**config.mk**
```make
export PLATFORM = sky130hd
export DESIGN_NAME = osd_upsample_rd_ctrl
export DESIGN_NICKNAME = d
export VERILOG_FILES = /design/src/rtl/osd_pkg.sv /design/src/rtl/osd_rep_counter.sv /design/src/rtl/osd_upsample_rd_ctrl.sv
export SDC_FILE = /design/constraint.sdc
export NUM_CORES = 1
export LEC_CHECK = 0
export ABC_AREA = 1
export ABC_CLOCK_PERIOD_IN_PS = 2200
export CAP_MARGIN = 10
export CORE_MARGIN = 8
export CORE_UTILIZATION = 34
export CTS_CLUSTER_DIAMETER = 40
export DETAILED_ROUTE_END_ITERATION = 16
export GPL_TIMING_DRIVEN = 1
export SLEW_MARGIN = 10
export SYNTH_ARGS = -nofsm -noshare
export SYNTH_HDL_FRONTEND = slang
export SYNTH_SLANG_ARGS = --single-unit
```
**constraint.sdc**
```tcl
create_clock -name pclk -period 2.2 [get_ports pclk]
set_input_delay 0.44 -clock pclk [delete_from_list [all_inputs] [get_ports pclk]]
set_output_delay 0.44 -clock pclk [all_outputs]
set_load 0.005 [all_outputs]
```
**src/rtl/osd_pkg.sv**
```systemverilog
// osd_pkg
// Shared definitions for the OSD region-RAM read path: the read sequencer
// state encoding and the default overlay geometry (32x32 source shown as
// 64x64 on screen).
package osd_pkg;

  typedef enum logic [1:0] {
    WAIT_FRAME = 2'd0,
    ACTIVE     = 2'd1,
    DONE       = 2'd2
  } osd_state_e;

  localparam int OSD_SRC_W    = 32;
  localparam int OSD_SRC_H    = 32;
  localparam int OSD_SCALE    = 2;
  localparam int OSD_OVL_SIZE = OSD_SRC_W * OSD_SCALE;

endpackage

```
**src/rtl/osd_rep_counter.sv**
```systemverilog
// osd_rep_counter
// Modulo-SCALE repeat counter used to replicate pixels/lines.
// Ports:
//   pclk      in  pixel clock
//   rst_n     in  synchronous active-low reset
//   clr_i     in  return count to 0 (wins over adv_i)
//   adv_i     in  advance by one, wrapping SCALE-1 -> 0
//   at_max_o  out count is at SCALE-1
//   wrap_o    out advancing from SCALE-1 this cycle
module osd_rep_counter #(
  parameter int SCALE = 2
) (
  input  logic pclk,
  input  logic rst_n,
  input  logic clr_i,
  input  logic adv_i,
  output logic at_max_o,
  output logic wrap_o
);

  localparam int CW = (SCALE > 1) ? $clog2(SCALE) : 1;

  logic [CW-1:0] cnt_q, cnt_d;

  assign at_max_o = (cnt_q == CW'(SCALE - 1));
  assign wrap_o   = adv_i & at_max_o;

  always_comb begin
    cnt_d = cnt_q;
    if (clr_i) begin
      cnt_d = '0;
    end else if (adv_i) begin
      cnt_d = at_max_o ? '0 : cnt_q + 1'b1;
    end
  end

  always_ff @(posedge pclk) begin
    if (!rst_n) cnt_q <= '0;
    else        cnt_q <= cnt_d;
  end

endmodule

```
**src/rtl/osd_upsample_rd_ctrl.sv**
```systemverilog
// osd_upsample_rd_ctrl
// Read-side sequencer for the OSD region RAM. Turns the display's frame
// start pulse and per-pixel region-active strobe into read addresses that
// replicate each source pixel/line SCALE times, and owns the ping-pong
// bank handshake with the RAM writer.
// Ports:
//   pclk, rst_n       clock, synchronous active-low reset
//   i_frame_rst       frame-start pulse
//   i_region_active   pixel inside overlay region
//   i_wr_done         writer finished bank o_wr_bank
//   o_rd_en           RAM read enable
//   o_rd_addr         {rd_bank, pixel_index}
//   o_wr_bank         bank the writer may fill
//   o_busy            in ACTIVE
//   o_frame_done      pulse after the last output line
//   o_overrun         sticky: region line longer than SRC_W*SCALE
//
// state      | meaning
// WAIT_FRAME | after reset, nothing read until a frame start
// ACTIVE     | generating addresses for the current frame
// DONE       | all output lines issued, idle until next frame start
module osd_upsample_rd_ctrl
  import osd_pkg::*;
#(
  parameter int SRC_W  = OSD_SRC_W,
  parameter int SRC_H  = OSD_SRC_H,
  parameter int SCALE  = OSD_SCALE,
  parameter int ADDR_W = 11
) (
  input  logic              pclk,
  input  logic              rst_n,
  input  logic              i_frame_rst,
  input  logic              i_region_active,
  input  logic              i_wr_done,
  output logic              o_rd_en,
  output logic [ADDR_W-1:0] o_rd_addr,
  output logic              o_wr_bank,
  output logic              o_busy,
  output logic              o_frame_done,
  output logic              o_overrun
);

  localparam int PIX_W = ADDR_W - 1;

  osd_state_e       state_q, state_d;
  logic [PIX_W-1:0] src_x_q, src_x_d;
  logic [PIX_W-1:0] src_y_q, src_y_d;
  logic [PIX_W-1:0] line_base_q, line_base_d;
  logic             rd_bank_q, rd_bank_d;
  logic             pending_q, pending_d;
  logic             act_dly_q;
  logic             line_full_q, line_full_d;
  logic             overrun_q, overrun_d;
  logic             frame_done_q, frame_done_d;

  logic active_st, rd_en, line_end, final_end, sat;
  logic x_last, y_last;
  logic h_adv, h_clr, h_at_max, h_wrap;
  logic v_at_max, v_wrap;

  assign active_st = (state_q == ACTIVE);
  assign rd_en     = i_region_active & active_st;
  // A frame start in the same cycle swallows the line end.
  assign line_end  = act_dly_q & ~i_region_active & active_st & ~i_frame_rst;
  assign x_last    = (src_x_q == PIX_W'(SRC_W - 1));
  assign y_last    = (src_y_q == PIX_W'(SRC_H - 1));
  assign sat       = x_last & h_at_max;
  assign final_end = line_end & v_at_max & y_last;

  assign h_adv = rd_en & ~sat;
  // The final line keeps its horizontal position so the address holds
  // at the last pixel read while idle in DONE.
  assign h_clr = i_frame_rst | (line_end & ~final_end);

  osd_rep_counter #(.SCALE(SCALE)) u_h_rep (
    .pclk     (pclk),
    .rst_n    (rst_n),
    .clr_i    (h_clr),
    .adv_i    (h_adv),
    .at_max_o (h_at_max),
    .wrap_o   (h_wrap)
  );

  osd_rep_counter #(.SCALE(SCALE)) u_v_rep (
    .pclk     (pclk),
    .rst_n    (rst_n),
    .clr_i    (i_frame_rst),
    .adv_i    (line_end),
    .at_max_o (v_at_max),
    .wrap_o   (v_wrap)
  );

  always_comb begin
    state_d      = state_q;
    src_x_d      = src_x_q;
    src_y_d      = src_y_q;
    line_base_d  = line_base_q;
    line_full_d  = line_full_q;
    overrun_d    = overrun_q;
    frame_done_d = final_end;
    pending_d    = i_wr_done | (pending_q & ~i_frame_rst);
    rd_bank_d    = rd_bank_q ^ (i_frame_rst & pending_q);

    if (i_frame_rst) begin
      state_d     = ACTIVE;
      src_x_d     = '0;
      src_y_d     = '0;
      line_base_d = '0;
      line_full_d = 1'b0;
      overrun_d   = 1'b0;
    end else begin
      if (final_end) state_d = DONE;
      if (line_end) begin
        line_full_d = 1'b0;
        if (!final_end) src_x_d = '0;
        if (v_wrap && !y_last) begin
          src_y_d     = src_y_q + 1'b1;
          line_base_d = line_base_q + PIX_W'(SRC_W);
        end
      end else if (h_wrap) begin
        src_x_d = src_x_q + 1'b1;
      end
      // line_full marks that the last legal pixel has been read; any read
      // after that on the same line is an overrun.
      if (rd_en && sat) begin
        line_full_d = 1'b1;
        if (line_full_q) overrun_d = 1'b1;
      end
    end
  end

  always_ff @(posedge pclk) begin
    if (!rst_n) begin
      state_q      <= WAIT_FRAME;
      src_x_q      <= '0;
      src_y_q      <= '0;
      line_base_q  <= '0;
      rd_bank_q    <= 1'b0;
      pending_q    <= 1'b0;
      act_dly_q    <= 1'b0;
      line_full_q  <= 1'b0;
      overrun_q    <= 1'b0;
      frame_done_q <= 1'b0;
    end else begin
      state_q      <= state_d;
      src_x_q      <= src_x_d;
      src_y_q      <= src_y_d;
      line_base_q  <= line_base_d;
      rd_bank_q    <= rd_bank_d;
      pending_q    <= pending_d;
      act_dly_q    <= i_region_active;
      line_full_q  <= line_full_d;
      overrun_q    <= overrun_d;
      frame_done_q <= frame_done_d;
    end
  end

  assign o_rd_en      = rd_en;
  assign o_rd_addr    = {rd_bank_q, line_base_q + src_x_q};
  assign o_wr_bank    = ~rd_bank_q;
  assign o_busy       = active_st;
  assign o_frame_done = frame_done_q;
  assign o_overrun    = overrun_q;

endmodule

```
# Word-level counts from Yosys, hierarchy flattened

Cells that the tools add are included.

Register bits after elaboration: 40
Logic and storage cells: 64
Output and inout port bits: 16
Input port bits: 5

Mux-type cells: 9
$add $sub $neg: 6
Equality and inequality tests: 4
Bitwise gates (word level): 21
Reduce and logical (&&, ||, !) cells: 11

Operators by type and width:

| operator                                       | number |
|---|---|
| two-way mux 10 bit                             | 3 |
| adder 10 x 1 -> 10 bit, second input constant  | 2 |
| == test 10 x 5 -> 1 bit, second input constant | 2 |
| AND 1 bit                                      | 12 |
| adder 10 bit                                   | 1 |
| adder 10 x 6 -> 10 bit, second input constant  | 1 |
| two-way mux 1 bit                              | 6 |
| NOT 1 bit                                      | 6 |
| AND reduction 2 bit                            | 3 |
| nonzero test 2 bit                             | 3 |
| OR reduction 2 bit                             | 2 |
| adder 1 bit, second input constant             | 2 |
| == test 2 x 1 -> 1 bit, second input constant  | 1 |
| logical AND 1 bit                              | 2 |
| != test 2 bit, second input constant           | 1 |
| bitwise OR 1 bit                               | 2 |
| logical NOT 1 bit                              | 1 |
| bitwise XOR 1 bit                              | 1 |

# Depth between registers and ports, before layout

Word-level depth: 10
Gate-level depth with buffers: 10
Gate-level depth less buffers: 10

# By module

Synthesis repeated with hierarchy kept, for this count alone.

Cells, all modules: 273
Area, all modules: 1956.9 um^2

Modules (own cells, without submodules):

| module               | times used | area each (um^2) | sequential area each (um^2) | cells each |
|---|---|---|---|---|
| osd_upsample_rd_ctrl | 1          | 1869.3           | 660.6                       | 259 |
| osd_rep_counter      | 2          | 43.8             | 20.0                        | 7 |

# Worst setup path before layout

OpenSTA, ideal clock, no wires.

Path type: register to output
Start: register src_x_q[5]
End: output o_rd_addr[9]
Data arrival time: 1.409 ns
Data required time: 1.760 ns
Path buffers: 0
Stages on the path, launching flop included: 6
Slack: 0.351 ns
Cell sequence: dfxtp_1 > ha_1 > inv_1 > fa_1 > o21ai_0 > xor2_1

Word-level cells in the longest chain between the ends: 1

RTL lines:

| item                   | line                        | RTL |
|---|---|---|
| start, declared        | osd_upsample_rd_ctrl.sv:46  | `logic [PIX_W-1:0] src_x_q, src_x_d;` |
| start signal, assigned | osd_upsample_rd_ctrl.sv:146 | `src_x_q <= src_x_d;` |
| adder 10 bit           | osd_upsample_rd_ctrl.sv:159 | `assign o_rd_addr = {rd_bank_q, line_base_q + src_x_q};` |
| end, declared          | osd_upsample_rd_ctrl.sv:36  | `output logic [ADDR_W-1:0] o_rd_addr,` |

No other way between the ends.

# Worst setup path in the final report

Start: input i_region_active
End: output o_rd_en

Word-level cells in the longest chain between the ends: 1

RTL lines:

| item            | line                       | RTL |
|---|---|---|
| start, declared | osd_upsample_rd_ctrl.sv:33 | `input logic i_region_active,` |
| AND 1 bit       | osd_upsample_rd_ctrl.sv:62 | `assign rd_en = i_region_active & active_st;` |
| end, declared   | osd_upsample_rd_ctrl.sv:35 | `output logic o_rd_en,` |

No other way between the ends.

==> results by group <==
Detailed routing
  – Drt first pass iters: 4
  – Routed length per instance: 10.97 um
  – Post-DR vias/cell: 4.620
  – Initial DRC Count: 46
  – Detail Route Antenna Nets: 0
  – Vias: 1728
  – DRC: 0
  – Post-Route WL: 4.101 mm

Power and ir drop
  – Total power: 1.235 mW
  – Internal power: 951.1 uW
  – PD cells: 506.7 nW/um^2
  – Combinational fraction of design power: 0.048
  – Leakage Power: 0.9233 nW
  – Clock share of power: 0.432
  – Worst vdd ir: 0.2093 mV
  – Flop pwr share: 0.520
  – Switch share: 0.2298
  – P_sw: 283.8 uW

STA
  – Final Skew: 0.01250 ns
  – Fmax: 0.4801 GHz
  – RSZ-0062 raised after global routing: false
  – Clock period minus worst slack: 2.083 ns
  – Final setup fails: 0
  – Endpoints failing hold: 0
  – Final WS setup: 0.1171 ns
  – Slew headroom: 0.6468
  – Slew @ Worst Pin: 0.5291 ns
  – Final Max Tran Viols: 0
  – WHS: 0.4560 ns
  – Period utilization: 0.9468

Logic synthesis
  – Synth top area share: 0.3461
  – Yosys reg bits: 35
  – Leading area contributor after synthesis: dfxtp_1
  – Top cell types by occurrence after synthesis: nand2_1, dfxtp_1, nor2_1, inv_1, a21oi_1
  – Syn nets: 283
  – Count leader, synth: nand2_1
  – Gate Count Post-Synth: 270
  – Async SR Flop Fraction: 0
  – Synth Flop Type: dfxtp_1
  – Post-Syn Area per Cell: 7.498 sq um
  – Sequential cell area fraction in the yosys report: 0.3461
  – Synth Warn #: 0
  – Largest cells by area after synthesis: dfxtp_1, nand2_1, nor2_1
  – Distinct cells, synth: 32
  – Post-Syn Area: 2024 sq um
  – EDFF count, synth: 0

Finish
  – Final #Nets: 311
  – # diodes: 0
  – P&R area growth vs syn: 20.40%
  – Footprint of the multi-input gates: 1139 sq um
  – Sequential Area: 705.7 sq um
  – Final cell count without fillers: 374
  – Share of cells above drive strength 1: 0.1773
  – Fill cells: 592
  – Final core utilization: 0.4166

Floorplan
  – Die height: 93.17 um
  – Core area: 5851 sq um
  – Ports: 21
  – Initial Util: 0.3460
  – Row cnt: 28
  – Die Wd: 93.17 um
  – Die area: 8680 sq um

Clocking
  – CTS Hold Bufs: 0
  – TritonCTS clock tree: done
  – Clk pin slew, worst setup/hold paths: 0.07 ns
  – Root Driver: clkbuf_8
  – Clock sinks: 35
  – Num CTS Buffers: 5
  – Post-CTS setup buffer count: 0
  – Max Root-Sink Buffers: 2
  – Latest clock arrival within the worst-skew pair: 0.30 ns
  – H-Tree Level Count: 2

Global route
  – First-pass GRT wire length: 7.424 mm
  – Initial antenna violation count: 0
  – Pin count of the biggest net entering global routing: 18
  – Total GRT Usage: 0.1043
  – Grt ovf: 0
  – Vias in the first global route: 1643

Outcome
  – Outcome: finished clean

Setup path
  – Crit end category: primary output
  – Crit path kind: input pin to primary output
  – Worst Path Required: 1.76 ns
  – Reg2reg start: src_x_q[0]$_SDFFE_PP0P_
  – Crit. Startpoint: i_region_active
  – CP max FO: 3
  – CP Launch Type: input pin
  – WP data arrival: 1.64 ns

Placed design
  – Pre-CTS setup slack: -0.06443 ns
  – Placed Cells: 366
  – Port-buffer cells: 20
  – RePlAce Congestion: 0.8336
  – Post-DP HPWL: 3.025 mm

Worst hold path
  – Min-delay src: o_overrun$_SDFFE_PP0P_
  – Worst Hold Class: flop to flop

Job
  – Max-Cap Viols: 0
[state kept, by name, summed over array words and instances (netlist names)]
register	count
act_dly_q	1
line_base_q	5
line_full_q	1
o_frame_done	1
o_overrun	1
pending_q	1
rd_bank_q	1
src_x_q	10
src_y_q	10
state_q	2
u_h_rep.at_max_o	1
u_v_rep.at_max_o	1
[logic make-up (layout without fill, tap and decap cells)]
kind of cell,after synthesis,in the layout,synth area share
buffers and inverters,41,70,0.1020
adders and majority gates,8,8,0.05315
AOI/OAI and AO/OA,44,44,0.1261
xor gates and xnor gates,12,12,0.05192
DFF,35,35,0.3461
and+or+nand+nor,130,130,0.3208
[power by group through the flow]
stage	clock, mW	sequential (mW)	combinational (mW)
6_report	0.534	0.642	0.0594
5_1_grt	0.586	0.643	0.0661
4_1_cts	0.552	0.642	0.0608
3_5_place_dp	0	0.657	0.0604
3_3_place_gp	0	0.657	0.0603
2_1_floorplan	0	0.656	0.0332
[path summary, 6_finish.rpt]
path,depth (start not counted),endpoint,slack [ns]
worst max register to register,8,src_x_q[5]$_SDFFE_PP0P_,0.47
worst min register to register,2,o_overrun$_SDFFE_PP0P_,0.46
worst min-delay path,2,o_overrun$_SDFFE_PP0P_,0.46
worst max-delay path,4,o_rd_en,0.12
[cell type report]
class,count,area share
Clock inverter,1,0.003080
Sequential cell,35,0.2895
Tap cell,75,0.03850
Inverter,30,0.04825
Clock buffer,7,0.03953
Multi-Input combinational cell,194,0.4671
Timing Repair Buffer,32,0.1140
[through the flow]
step                TNS (ns)  cell area [sq um]
floorplan                  0               2024
global placement    -0.01512               2320
detailed placement  -0.06443               2320
CTS                        0               2439
global route               0               2437
finish                     0               2437
[layout by cell type (no fill, tap or decap), types with 2 or more instances in the layout]
master	count
nand3_2	2
o21ai_0	12
nand3_1	18
nand2_2	2
dfxtp_1	31
nand2_4	2
xnor2_1	6
nand4_1	3
xor2_1	6
a21oi_1	23
nor3_1	2
clkbuf_8	7
dlygate4sd2_1	2
nand2_1	55
nand3_4	2
buf_4	12
inv_1	29
a21oi_2	4
nor2_4	5
ha_1	5
dfxtp_2	4
nor2_1	34
clkdlybuf4s50_1	16
[what timing repair did]
action                                  in CTS  in global routing
endpoints found under the setup margin       4                  2
resized for setup                           11                  7
pin swaps                                    1                  0
[routing by layer]
metal / GRT usage / up-vias / routed length (um)
met1: 0.1259 / 777 / 1973
met5: 0 / - / 0
li1: - / 915 / -
met2: 0.1704 / 29 / 1838
met4: 0.03624 / 0 / 56
met3: 0.03285 / 7 / 232
[critical path, stage by stage]
cell,delay (ns)
clkdlybuf4s50_1,0.51
inv_1,0.08
nor2_4,0.11
clkdlybuf4s50_1,0.50
No activity file was read; power rests on OpenSTA's default activity.
==> edit 1, RTL diff (same settings) <==
The package constant `OSD_SCALE` goes from 2 to 4.
--- a/src/rtl/osd_pkg.sv
+++ b/src/rtl/osd_pkg.sv
@@ -12,7 +12,7 @@
 
   localparam int OSD_SRC_W    = 32;
   localparam int OSD_SRC_H    = 32;
-  localparam int OSD_SCALE    = 2;
+  localparam int OSD_SCALE    = 4;
   localparam int OSD_OVL_SIZE = OSD_SRC_W * OSD_SCALE;
 
 endpackage
Check against the original RTL: not equivalent (a bounded check fails within 4 cycles, from zero or initial values and one cycle with rst_n low).
==> edit 1 against the original RTL <==
- routed wire length grew 6.7%
- sequential cell count grew 2
- design area grew 5.2%
- setup slack lost 0.014 ns
- synthesized area grew 2.9%
- utilization grew 1.6 points
- synthesized cell count grew 5.9%
- total power grew 17%
- critical path type is now reg -> out
- largest cell class unchanged
- highest routed layer unchanged
==> edit 1: results (changes against the original RTL) <==
- Worst VDD drop: 0.307 mV (was 0.209 mV)
- Dpl cells: 384 (was 366)
- Setup slack, reg-to-reg: 0.19 ns (was 0.47 ns)
- Via count: 1810 (was 1728)
- Actual slew at the worst max-slew pin: 0.761 ns (was 0.529 ns)
- Vias in the first global route: 1722 (was 1643)
- Syn Nets: 301 (was 283)
- Status: finished, final reports clean (unchanged)
- Worst EP arrival: 1.66 ns (was 1.64 ns)
- Layout cell share with drive strength beyond 1: 0.155 (was 0.177)
- Largest net degree at the start of global routing: 23 (was 18)
- Depth of the worst register-to-register path: 6 (was 8)
- Power Sequential: 0.678 mW (was 0.642 mW)
- First-pass GRT wire length: 7710 um (was 7420 um)
- Routed len/inst: 11.2 um (was 11.0 um)
- Top post-synthesis cells by area: dfxtp_1 (36%), nand2_1 (11%), a21oi_1 (7.7%), ha_1 (5.4%), inv_1 (5.4%) (was dfxtp_1 (35%), nand2_1 (10%), nor2_1 (6.3%), a21oi_1 (5.7%), inv_1 (5.4%))
- Post-DP HPWL: 3210 um (was 3020 um)
- Final nets: 331 (was 311)
- Worst r2r dst: src_y_q[7] (was src_x_q[5])
- Switching share of power: 0.199 (was 0.230)
- Crit-path max FO: 2 (was 3)
- CP max-delay cell: fa_2 (was clkdlybuf4s50_1)
- Final clock skew: 0.00208 ns (was 0.0125 ns)
- Count of cell types in the netlist: 33 (was 32)
- Tot GR Track Use: 0.107 (was 0.104)
- Gate power share: 0.042 (was 0.048)
- Syn Inst Count: 286 (was 270)
- FILL cells: 612 (was 592)
- Initial drt markers: 49 (was 46)
- Dpl ws: -0.224 ns (was -0.0644 ns)
- Sequential fraction of the synthesis area: 0.356 (was 0.346)
## edit 1: cell count changes after synthesis, moves of 5 or more
cell / delta
a21oi_1: +9
nand2_1: +8
nor2_1: -11
nor3_1: +6
o21ai_0: -5
xor2_1: +5
## edit 1: through the flow
step                      area, um^2  power [mW]
after floorplan                 2080       0.728
after global placement          2410       0.756
after detailed placement        2410       0.757
after CTS                       2570        1.46
after global routing            2560        1.50
final                           2560        1.44
## edit 1: cell type report
type,instances,area share
Clock buffer,5,0.0268
Clock inverter,3,0.0254
Inverter,32,0.0469
Multi-Input combinational cell,204,0.454
Sequential cell,37,0.290
Tap cell,75,0.0366
Timing Repair Buffer,36,0.120
## edit 1: repair_timing
action	4_1_cts	5_1_grt
setup endpoints to repair	14	5
pin swaps	1	1
setup buffers	0	0
gates resized for setup	13	6
cloned	0	0
## edit 1: metal layers
metal  wire [um]  vias up  track usage
met5           0        -            0
met4          49        0       0.0357
met3         175        7       0.0296
met2        2070       17        0.180
met1        2080      815        0.127
li1            -      971            -
## edit 1: logic make-up (layout without fill, tap and decap cells)
group / count (synthesis) / in the layout / synth area share
AND/OR/NAND/NOR: 134 / 134 / 0.301
buffers and inverters: 45 / 76 / 0.0997
AO/OA/AOI/OAI: 44 / 44 / 0.113
flip-flops: 37 / 37 / 0.356
XOR/XNOR: 16 / 16 / 0.0673
adder cells (fa/ha/maj): 10 / 10 / 0.0637
## edit 1: worst max-delay path by stage
stage	from	to	slack, ns	depth (start not counted)
after floorplan	src_x_q[5]	o_rd_addr[9]	0.38	5
after global placement	i_region_active	src_y_q[9]	-0.18	8
after detailed placement	i_region_active	src_y_q[7]	-0.22	8
after CTS	line_base_q[5]	o_rd_addr[9]	-0.03	6
after global routing	src_y_q[1]	src_y_q[7]	0.01	6
final	src_x_q[5]	o_rd_addr[6]	0.10	5
==> edit 2, RTL diff (config.mk and constraints unchanged) <==
Without the edit above. Put a register stage on the output `o_rd_addr`, without a reset. The value now appears one clock later. The other outputs are not delayed to match.
--- a/src/rtl/osd_upsample_rd_ctrl.sv
+++ b/src/rtl/osd_upsample_rd_ctrl.sv
@@ -156,7 +156,9 @@
   end
 
   assign o_rd_en      = rd_en;
-  assign o_rd_addr    = {rd_bank_q, line_base_q + src_x_q};
+  always_ff @(posedge pclk) begin
+    o_rd_addr <= {rd_bank_q, line_base_q + src_x_q};
+  end
   assign o_wr_bank    = ~rd_bank_q;
   assign o_busy       = active_st;
   assign o_frame_done = frame_done_q;
Function: changed (Yosys sat finds a counterexample within 4 cycles, from zero or initial values and one cycle with rst_n low).
==> edit 2 against the original RTL <==
- count of clock-buffer cells in the layout unchanged
- register-to-register slack got worse by 0.21 ns
- setup slack improved by 0.013 ns
- total power increased by 22%
- hold slack got worse by 0.10 ns
- synthesized area increased by 7.4%
- design area increased by 5.6%
- routed wire length increased by 4.3%
- sequential cell count increased by 11
- sequential share of layout area increased by 6.8 points
- critical path depth unchanged
- critical path type unchanged
- largest cell class unchanged
==> edit 2: results (changes against the original RTL) <==
- Status: finished, final reports clean (unchanged)
- Largest net degree at the start of global routing: 23 (was 18)
- Worst r2r src: src_y_q[0] (was src_x_q[0])
- Post-synthesis xor/xnor area fraction: 0.0564 (was 0.0519)
- Design area: 2570 um^2 (was 2440 um^2)
- Setup slack, reg-to-reg: 0.26 ns (was 0.47 ns)
- Met2 usage: 0.163 (was 0.170)
- Post-DP Area: 2470 um^2 (was 2320 um^2)
- P_leak: 0.996 nW (was 0.923 nW)
- Count of cell types in the netlist: 27 (was 32)
- Final nets: 326 (was 311)
- Post_cts resized: 0 (was 11)
- Worst r2r dst: src_y_q[2] (was src_x_q[5])
- Multi-input gates: 199 (was 194)
- M3 GR Usage: 0.0304 (was 0.0329)
- Gp weighted congestion: 0.794 (was 0.834)
- List of most frequent post-synthesis cells: nand2_1 (66), dfxtp_1 (46), inv_1 (34), a21oi_1 (30), nor2_1 (26) (was nand2_1 (55), dfxtp_1 (35), nor2_1 (34), inv_1 (29), a21oi_1 (23))
- Top post-synthesis cells by area: dfxtp_1 (42%), nand2_1 (11%), a21oi_1 (6.9%), inv_1 (5.9%), nand3_1 (5.3%) (was dfxtp_1 (35%), nand2_1 (10%), nor2_1 (6.3%), a21oi_1 (5.7%), inv_1 (5.4%))
- Depth of the worst register-to-register path: 6 (was 8)
- WL met2: 1990 um (was 1840 um)
- Syn Nets: 299 (was 283)
- Layout cell share with drive strength beyond 1: 0.0764 (was 0.177)
- Top Registers: o_rd_addr x11, src_x_q x10, src_y_q x10 (was src_x_q x10, src_y_q x10, line_base_q x5)
- Final-layout clock-cell area share: 0.0413 (was 0.0426)
- Post-Route WL: 4280 um (was 4100 um)
- M1 WL: 2010 um (was 1970 um)
- Sink Count: 46 (was 35)
- Multi-input combinational area share: 0.419 (was 0.467)
- FILL cells: 675 (was 592)
- Via count: 1830 (was 1728)
- Repair and plain buffers: 25 (was 32)
- WL met3: 208 um (was 232 um)
- Slew margin rel.: 0.485 (was 0.647)
- Sequential fraction of the synthesis area: 0.423 (was 0.346)
- Ant diodes: 0 (unchanged)
- Complex-gate fraction of the synthesized area: 0.106 (was 0.126)
- Worst VDD drop: 0.275 mV (was 0.209 mV)
- NonClk Buf Share: 0.0923 (was 0.114)
- Vias in the first global route: 1666 (was 1643)
- Initial drt markers: 108 (was 46)
[edit 2: report_power, final]
group,switching (mW),internal [mW]
logic,0.0305,0.0250
clock network,0.269,0.340
registers,0.00317,0.839
[edit 2: how the worst min path moves through the flow]
| stage | cells past startpoint | start | endpoint | slack [ns] |
|---|---|---|---|---|
| after global placement | 0 | rd_bank_q | o_rd_addr[10] | 0.33 |
| after floorplan | 0 | rd_bank_q | o_rd_addr[10] | 0.33 |
| after global routing | 0 | rd_bank_q | o_rd_addr[10] | 0.38 |
| after detailed placement | 0 | rd_bank_q | o_rd_addr[10] | 0.33 |
| after CTS | 0 | rd_bank_q | o_rd_addr[10] | 0.35 |
| final | 0 | rd_bank_q | o_rd_addr[10] | 0.35 |
[edit 2: stage by stage]
stage	power, mW	instances	setup slack, ns
2_1_floorplan	0.889	286	0.767
3_3_place_gp	0.917	383	0.115
3_5_place_dp	0.918	383	0.0875
4_1_cts	1.54	391	0.109
5_1_grt	1.57	391	0.0561
6_report	1.51	391	0.130
